File: src/rtl/bcd_down_counter_pkg.sv
// +-----------------------------------------------------------------+
// | bcd_down_counter_pkg: shared BCD constants and nibble helper    |
// | Rev 1.0                                                         |
// +-----------------------------------------------------------------+
`default_nettype none

package bcd_down_counter_pkg;

    localparam logic [3:0] BCD_MAX  = 4'd9;
    localparam logic [3:0] BCD_ZERO = 4'd0;

    function automatic logic is_bcd(input logic [3:0] nibble);
        return (nibble <= BCD_MAX);
    endfunction

endpackage

`default_nettype wire

File: src/rtl/bcd_down_digit.sv
// +-----------------------------------------------------------------+
// | bcd_down_digit: one MOD-10 down-counting digit with borrow out  |
// | Rev 1.0                                                         |
// +-----------------------------------------------------------------+
`default_nettype none

module bcd_down_digit
    import bcd_down_counter_pkg::*;
(
    input  logic       clk,
    input  logic       clr,
    input  logic       load,
    input  logic [3:0] d,
    input  logic       dec_in,
    output logic [3:0] q,
    output logic       borrow_out
);

    // Borrow ripples combinationally so a whole run of zero digits rolls over in one edge.
    assign borrow_out = dec_in & (q == BCD_ZERO);

    always_ff @(posedge clk or negedge clr) begin
        if (!clr) begin
            q <= BCD_ZERO;
        end else if (load) begin
            q <= is_bcd(d) ? d : BCD_MAX;
        end else if (dec_in) begin
            q <= (q == BCD_ZERO) ? BCD_MAX : q - 4'd1;
        end
    end

    a_q_is_bcd : assert property (@(posedge clk) disable iff (!clr) is_bcd(q));

endmodule

`default_nettype wire

File: src/rtl/bcd_down_counter.sv
// +-----------------------------------------------------------------+
// | bcd_down_counter: cascadable multi-digit BCD down-counter       |
// | Rev 1.0                                                         |
// +-----------------------------------------------------------------+
`default_nettype none

module bcd_down_counter
    import bcd_down_counter_pkg::*;
#(
    parameter int DIGITS   = 2,
    parameter int SATURATE = 1
) (
    input  logic                  clk,
    input  logic                  clr,
    input  logic                  en,
    input  logic                  load,
    input  logic [4*DIGITS-1:0]   load_val,
    output logic [4*DIGITS-1:0]   bcd,
    output logic                  zero,
    output logic                  tc,
    output logic                  done,
    output logic                  load_err
);

    localparam logic [4*DIGITS-1:0] C_ONE = (4*DIGITS)'(1);

    logic [DIGITS:0]   w_borrow;
    logic [DIGITS-1:0] w_bad_nibble;
    logic              w_dec;
    logic              w_unused_borrow;
    logic              r_done;
    logic              r_load_err;

    assign zero = (bcd == '0);
    assign tc   = en & zero & ~load;

    // In saturating mode the decrement is suppressed at zero, so no digit sees a borrow.
    assign w_dec       = en & ~load & ((SATURATE == 0) || !zero);
    assign w_borrow[0] = w_dec;

    for (genvar i = 0; i < DIGITS; i++) begin : g_digit
        bcd_down_digit u_digit (
            .clk        (clk),
            .clr        (clr),
            .load       (load),
            .d          (load_val[4*i +: 4]),
            .dec_in     (w_borrow[i]),
            .q          (bcd[4*i +: 4]),
            .borrow_out (w_borrow[i+1])
        );
        assign w_bad_nibble[i] = ~is_bcd(load_val[4*i +: 4]);
    end

    assign w_unused_borrow = w_borrow[DIGITS];

    always_ff @(posedge clk or negedge clr) begin
        if (!clr) begin
            r_done     <= 1'b0;
            r_load_err <= 1'b0;
        end else begin
            r_done     <= w_dec & (bcd == C_ONE);
            r_load_err <= load & (|w_bad_nibble);
        end
    end

    assign done     = r_done;
    assign load_err = r_load_err;

endmodule

`default_nettype wire

File: config.mk
export PLATFORM = sky130hd
export DESIGN_NAME = bcd_down_counter
export DESIGN_NICKNAME = d
export VERILOG_FILES = /design/src/rtl/bcd_down_counter_pkg.sv /design/src/rtl/bcd_down_digit.sv /design/src/rtl/bcd_down_counter.sv
export SDC_FILE = /design/constraint.sdc
export NUM_CORES = 1
export LEC_CHECK = 0
export ABC_AREA = 1
export CORE_UTILIZATION = 44
export CTS_CLUSTER_DIAMETER = 60
export CTS_CLUSTER_SIZE = 14
export DETAILED_ROUTE_END_ITERATION = 8
export PLACE_DENSITY = 0.88
export SYNTH_ARGS = -nofsm -noshare
export SYNTH_HDL_FRONTEND = slang
export SYNTH_SLANG_ARGS = --single-unit
File: constraint.sdc
create_clock -name clk -period 1.7 [get_ports clk]
set_input_delay 0.17 -clock clk [delete_from_list [all_inputs] [get_ports clk]]
set_output_delay 0.17 -clock clk [all_outputs]
set_load 0.02 [all_outputs]
**Word-level counts from Yosys, hierarchy flattened**

Cells that the tools add are included.
W data, S select, Z words.

- Flip-flop bits (word level): 10
- Output and inout bits: 12
- Bits of input ports: 12
- Word-level logic and storage cells: 34

- Magnitude comparators: 2
- Bitwise operators: 10
- Equal/unequal tests: 1
- Reduce and logical (&&, ||, !) cells: 7
- Multiplexer cells: 8
- Add/subtract/negate cells: 2

Operators by type and width:

| kind | count |
|---|---|
| $mux W4 | 8 |
| $eq A8 B1 Y1 const B | 1 |
| $le A4 B4 Y1 const B | 2 |
| $logic_not A4 Y1 | 2 |
| $logic_not A8 Y1 | 1 |
| $sub A4 B1 Y4 const B | 2 |
| $and A1 B1 Y1 | 7 |
| $reduce_bool A2 Y1 | 2 |
| $not A1 Y1 | 3 |
| $reduce_or A2 Y1 | 1 |
| $logic_not A1 Y1 | 1 |

**Depth between registers and ports, before layout**

- Depth after elaboration: 6
- Mapped depth: 8
- Depth with buffers taken out: 8

**Modules after synthesis**

From an unflattened synthesis, not the netlist that was laid out.

- Cell total of the unflattened synthesis: 106
- Area total of the unflattened synthesis: 695.7 um^2

Modules (own cells, without submodules):

| module | area an instance (um^2) | instances | cells an instance | seq. area each (um^2) |
|---|---|---|---|---|
| bcd_down_digit | 270.3 | 2 | 42 | 100.1 |
| bcd_down_counter | 155.1 | 1 | 22 | 50.0 |

**Worst setup path after synthesis**

No wires, ideal clock.

- Path type: register to output
- Start: register g_digit[0].u_digit.q[2]
- End: output tc
- Setup slack: 0.063 ns
- Stages on the path, launching flop included: 4
- Required time: 1.530 ns
- Arrival: 1.467 ns
- Path buffers: 0
- Cells stage by stage: dfrtp_1 -> nor2_4 -> nand2_4 -> nor4_1

- Longest elaborated chain between the ends: 3

Ends and longest elaborated chain:

| item | RTL line | text |
|---|---|---|
| start: declaration | bcd_down_digit.sv:15 | `output logic [3:0] q,` |
| start signal: assignment | bcd_down_digit.sv:26 | `q <= is_bcd(d) ? d : BCD_MAX;` |
| start signal: assignment | bcd_down_digit.sv:28 | `q <= (q == BCD_ZERO) ? BCD_MAX : q - 4'd1;` |
| $logic_not A8 Y1 | bcd_down_counter.sv:34 | `assign zero = (bcd == '0);` |
| $and A1 B1 Y1 (2 in a row) | bcd_down_counter.sv:35 | `assign tc = en & zero & ~load;` |
| end: declaration | bcd_down_counter.sv:20 | `output logic tc,` |

No other way between the ends.

**Worst setup path after layout**

- Start: register g_digit[1].u_digit.q[0]
- End: output bcd[4]

RTL lines:

| item | RTL line | text |
|---|---|---|
| start: declaration | bcd_down_digit.sv:15 |  |
| start signal: assignment | bcd_down_digit.sv:26 |  |
| start signal: assignment | bcd_down_digit.sv:28 |  |
| end: declaration | bcd_down_counter.sv:18 | `output logic [4*DIGITS-1:0] bcd,` |

No word-level cell between the ends.

==> flow_summary_export.csv <==
group,metric,value,unit
yosys,synth_seq_cells,10,
setup_path,cp_max_fo,4,
pwr,ir_worst_vdd,520,uV
detailed_routing,wl_per_cell,12.1,um
floorplanning,start_util,0.467,
floorplanning,die_w,42.0,um
detailed_routing,drt_first_iter_violations,20,
sta,setup_tns,0,ns
hold_path,hp-class,"in -> async",
placement,gp_congestion,0.767,
layout,mostFrequentLayoutCells,"nand2_1, clkdlybuf4s50_1, nand3_1",
placement,place_area,1050,um^2
run_status,status,"complete, no violations",
layout,drive_gt1_frac,0.196,
detailed_routing,drtPass1Iterations,4,
layout,seqCellArea,250,um^2
layout,multiInputGateArea,405,um^2
global_route,grt_antenna_before_repair,0,
floorplanning,std_cell_rows,14,
layout,antenna_cells,0,
layout,synthToLayoutAreaGrowth,53.4,%
clocking,h-tree-depth,1,
layout,final_common_cell,"nand2_1",
detailed_routing,vias_per_cell,5.36,
detailed_routing,met3WireLength,105,um
sta,slew_viol_final,0,
detailed_routing,m1WireLength,823,um
sta,finalHoldViolCount,0,
setup_path,worstPathArrival,1.45,ns
setup_path,rrSetupSlack,0.30,ns
clocking,numCtsBuffers,3,
setup_path,critPathTopFamily,"buffers and inverters",
sta,grt_setup_unrepaired,"false",
detailed_routing,routed_wl,1930,um
sta,worst_pin_slew,0.529,ns
sta,finalCritPeriodShare,0.951,
layout,fin_nets,156,
floorplanning,die_area,1760,um^2
setup_path,cp-start-kind,"flop",
layout,final_cells,159,
global_route,grt_pass1_vias,793,
clocking,path_clk_slew,0.08,ns
yosys,yosysUniqueCellTypes,15,
placement,hpwl,1480,um
sta,holdWs,0.208,ns
floorplanning,core_area,1510,um^2
clocking,cts.path.max_buffers,2,
floorplanning,io_pins,24,
yosys,seq_area_frac_synth,0.356,
setup_path,required,1.53,ns
setup_path,cp_slowest_stage_delay,0.61,ns
global_route,grt_pass1_wl,3280,um
detailed_routing,wl_met2,957,um
layout,fin_util,0.716,
setup_path,cp.depth,2,
setup_path,setup.worst_path.class,"reg -> out",
yosys,synth_area,703,um^2
global_route,grt_max_degree,17,
setup_path,r2r-end,"g_digit[0].u_digit.q[2]",
sta,finClkSkew,0.000851,ns
detailed_routing,drcViolationCount,0,
sta,finalSetupViolCount,0,
setup_path,r2r_start,"g_digit[1].u_digit.q[1]",
yosys,synthCells,104,
clocking,cts_tree,"done",
sta,fmax,619,MHz
yosys,synth_nets,116,
global_route,grt_overflow_total,0,
pwr,leakage,0.571,nW
setup_path,cp_slowest_cell,"clkdlybuf4s50_1",
setup_path,end_kind,"output pin",
run,max_cap_violations,0,
clocking,clk_latency,0.28,ns
clocking,holdBufCountCts,0,
placement,dp_cells,155,
layout,fin_area,1080,um^2
global_route,grt_usage,0.243,
setup_path,path_buf_inv,2,
setup_path,reg2reg_depth,7,
placement,port_buffers,23,
sta,slew_headroom,0.647,
sta,fin_crit,1.62,ns
clocking,cts_root_buffer,"clkbuf_4",
floorplanning,die_h,42.0,um
yosys,synth_warnings,0,
setup_path,worstPathCellList,"buf_4, clkdlybuf4s50_1",
clocking,cts_sinks,10,
pwr,power.density,1010,nW/um^2
detailed_routing,routed.top_layer,"met4",
yosys,synth_area_per_cell,6.76,um^2
detailed_routing,vias,853,
detailed_routing,final_antenna_net_count,0,
layout,num-fill-cells,122,
## per-stage QoR
stage               total power, mW  worst slack, ns
finish                         1.09           0.0835
global route                   1.15           0.0261
CTS                            1.08           0.0175
detailed placement            0.853          -0.0536
global placement              0.832         -0.00796
floorplan                     0.597           0.0629
## where the power goes
group | internal, mW | switching (mW)
logic | 0.248 | 0.293
clock network | 0.131 | 0.105
registers | 0.277 | 0.0358
## what timing repair did
action	CTS	global route
gates resized for setup	2	3
buffers inserted	0	0
setup endpoints to repair	2	1
## how the worst max path moves through the flow
stage | to | from | slack (ns)
CTS | tc | g_digit[0].u_digit.q[2] | 0.02
finish | bcd[4] | g_digit[1].u_digit.q[0] | 0.08
global placement | tc | en | -0.008
global route | zero | g_digit[1].u_digit.q[2] | 0.03
detailed placement | tc | en | -0.05
floorplan | tc | g_digit[0].u_digit.q[2] | 0.06
## cell usage after synthesis, drive strengths merged
cell type,instances,share of area
nor3,1,0.0071
nand4,1,0.018
dfrtp,10,0.36
inv,10,0.053
o21ai,5,0.052
nor4,1,0.0089
nor2,11,0.091
nand2,43,0.26
buf,2,0.014
a21oi,4,0.028
nand3,16,0.11
## state kept, by name (all words and copies together), names as in the netlist
signal,flops
g_digit.u_digit.q,8
done,1
load_err,1
## area by class of cell
class | count | share of cell area
Timing Repair Buffer | 37 | 0.305
Multi-Input combinational cell | 82 | 0.376
Sequential cell | 10 | 0.232
Inverter | 10 | 0.0348
Tap cell | 16 | 0.0186
Clock buffer | 4 | 0.0336
## cells by family (layout without fill, tap and decap cells)
kind of cell	after synthesis	after routing	share of synthesized area
and+or+nand+nor	73	73	0.496
buffers and inverters	12	51	0.0676
AOI/OAI and AO/OA	9	9	0.0801
DFF	10	10	0.356
## layer usage
layer,up-vias,track usage
li1,414,-
met1,402,0.319
met2,32,0.391
met3,5,0.0388
met4,0,0.116
met5,-,0
No activity file was read; power rests on OpenSTA's default activity.
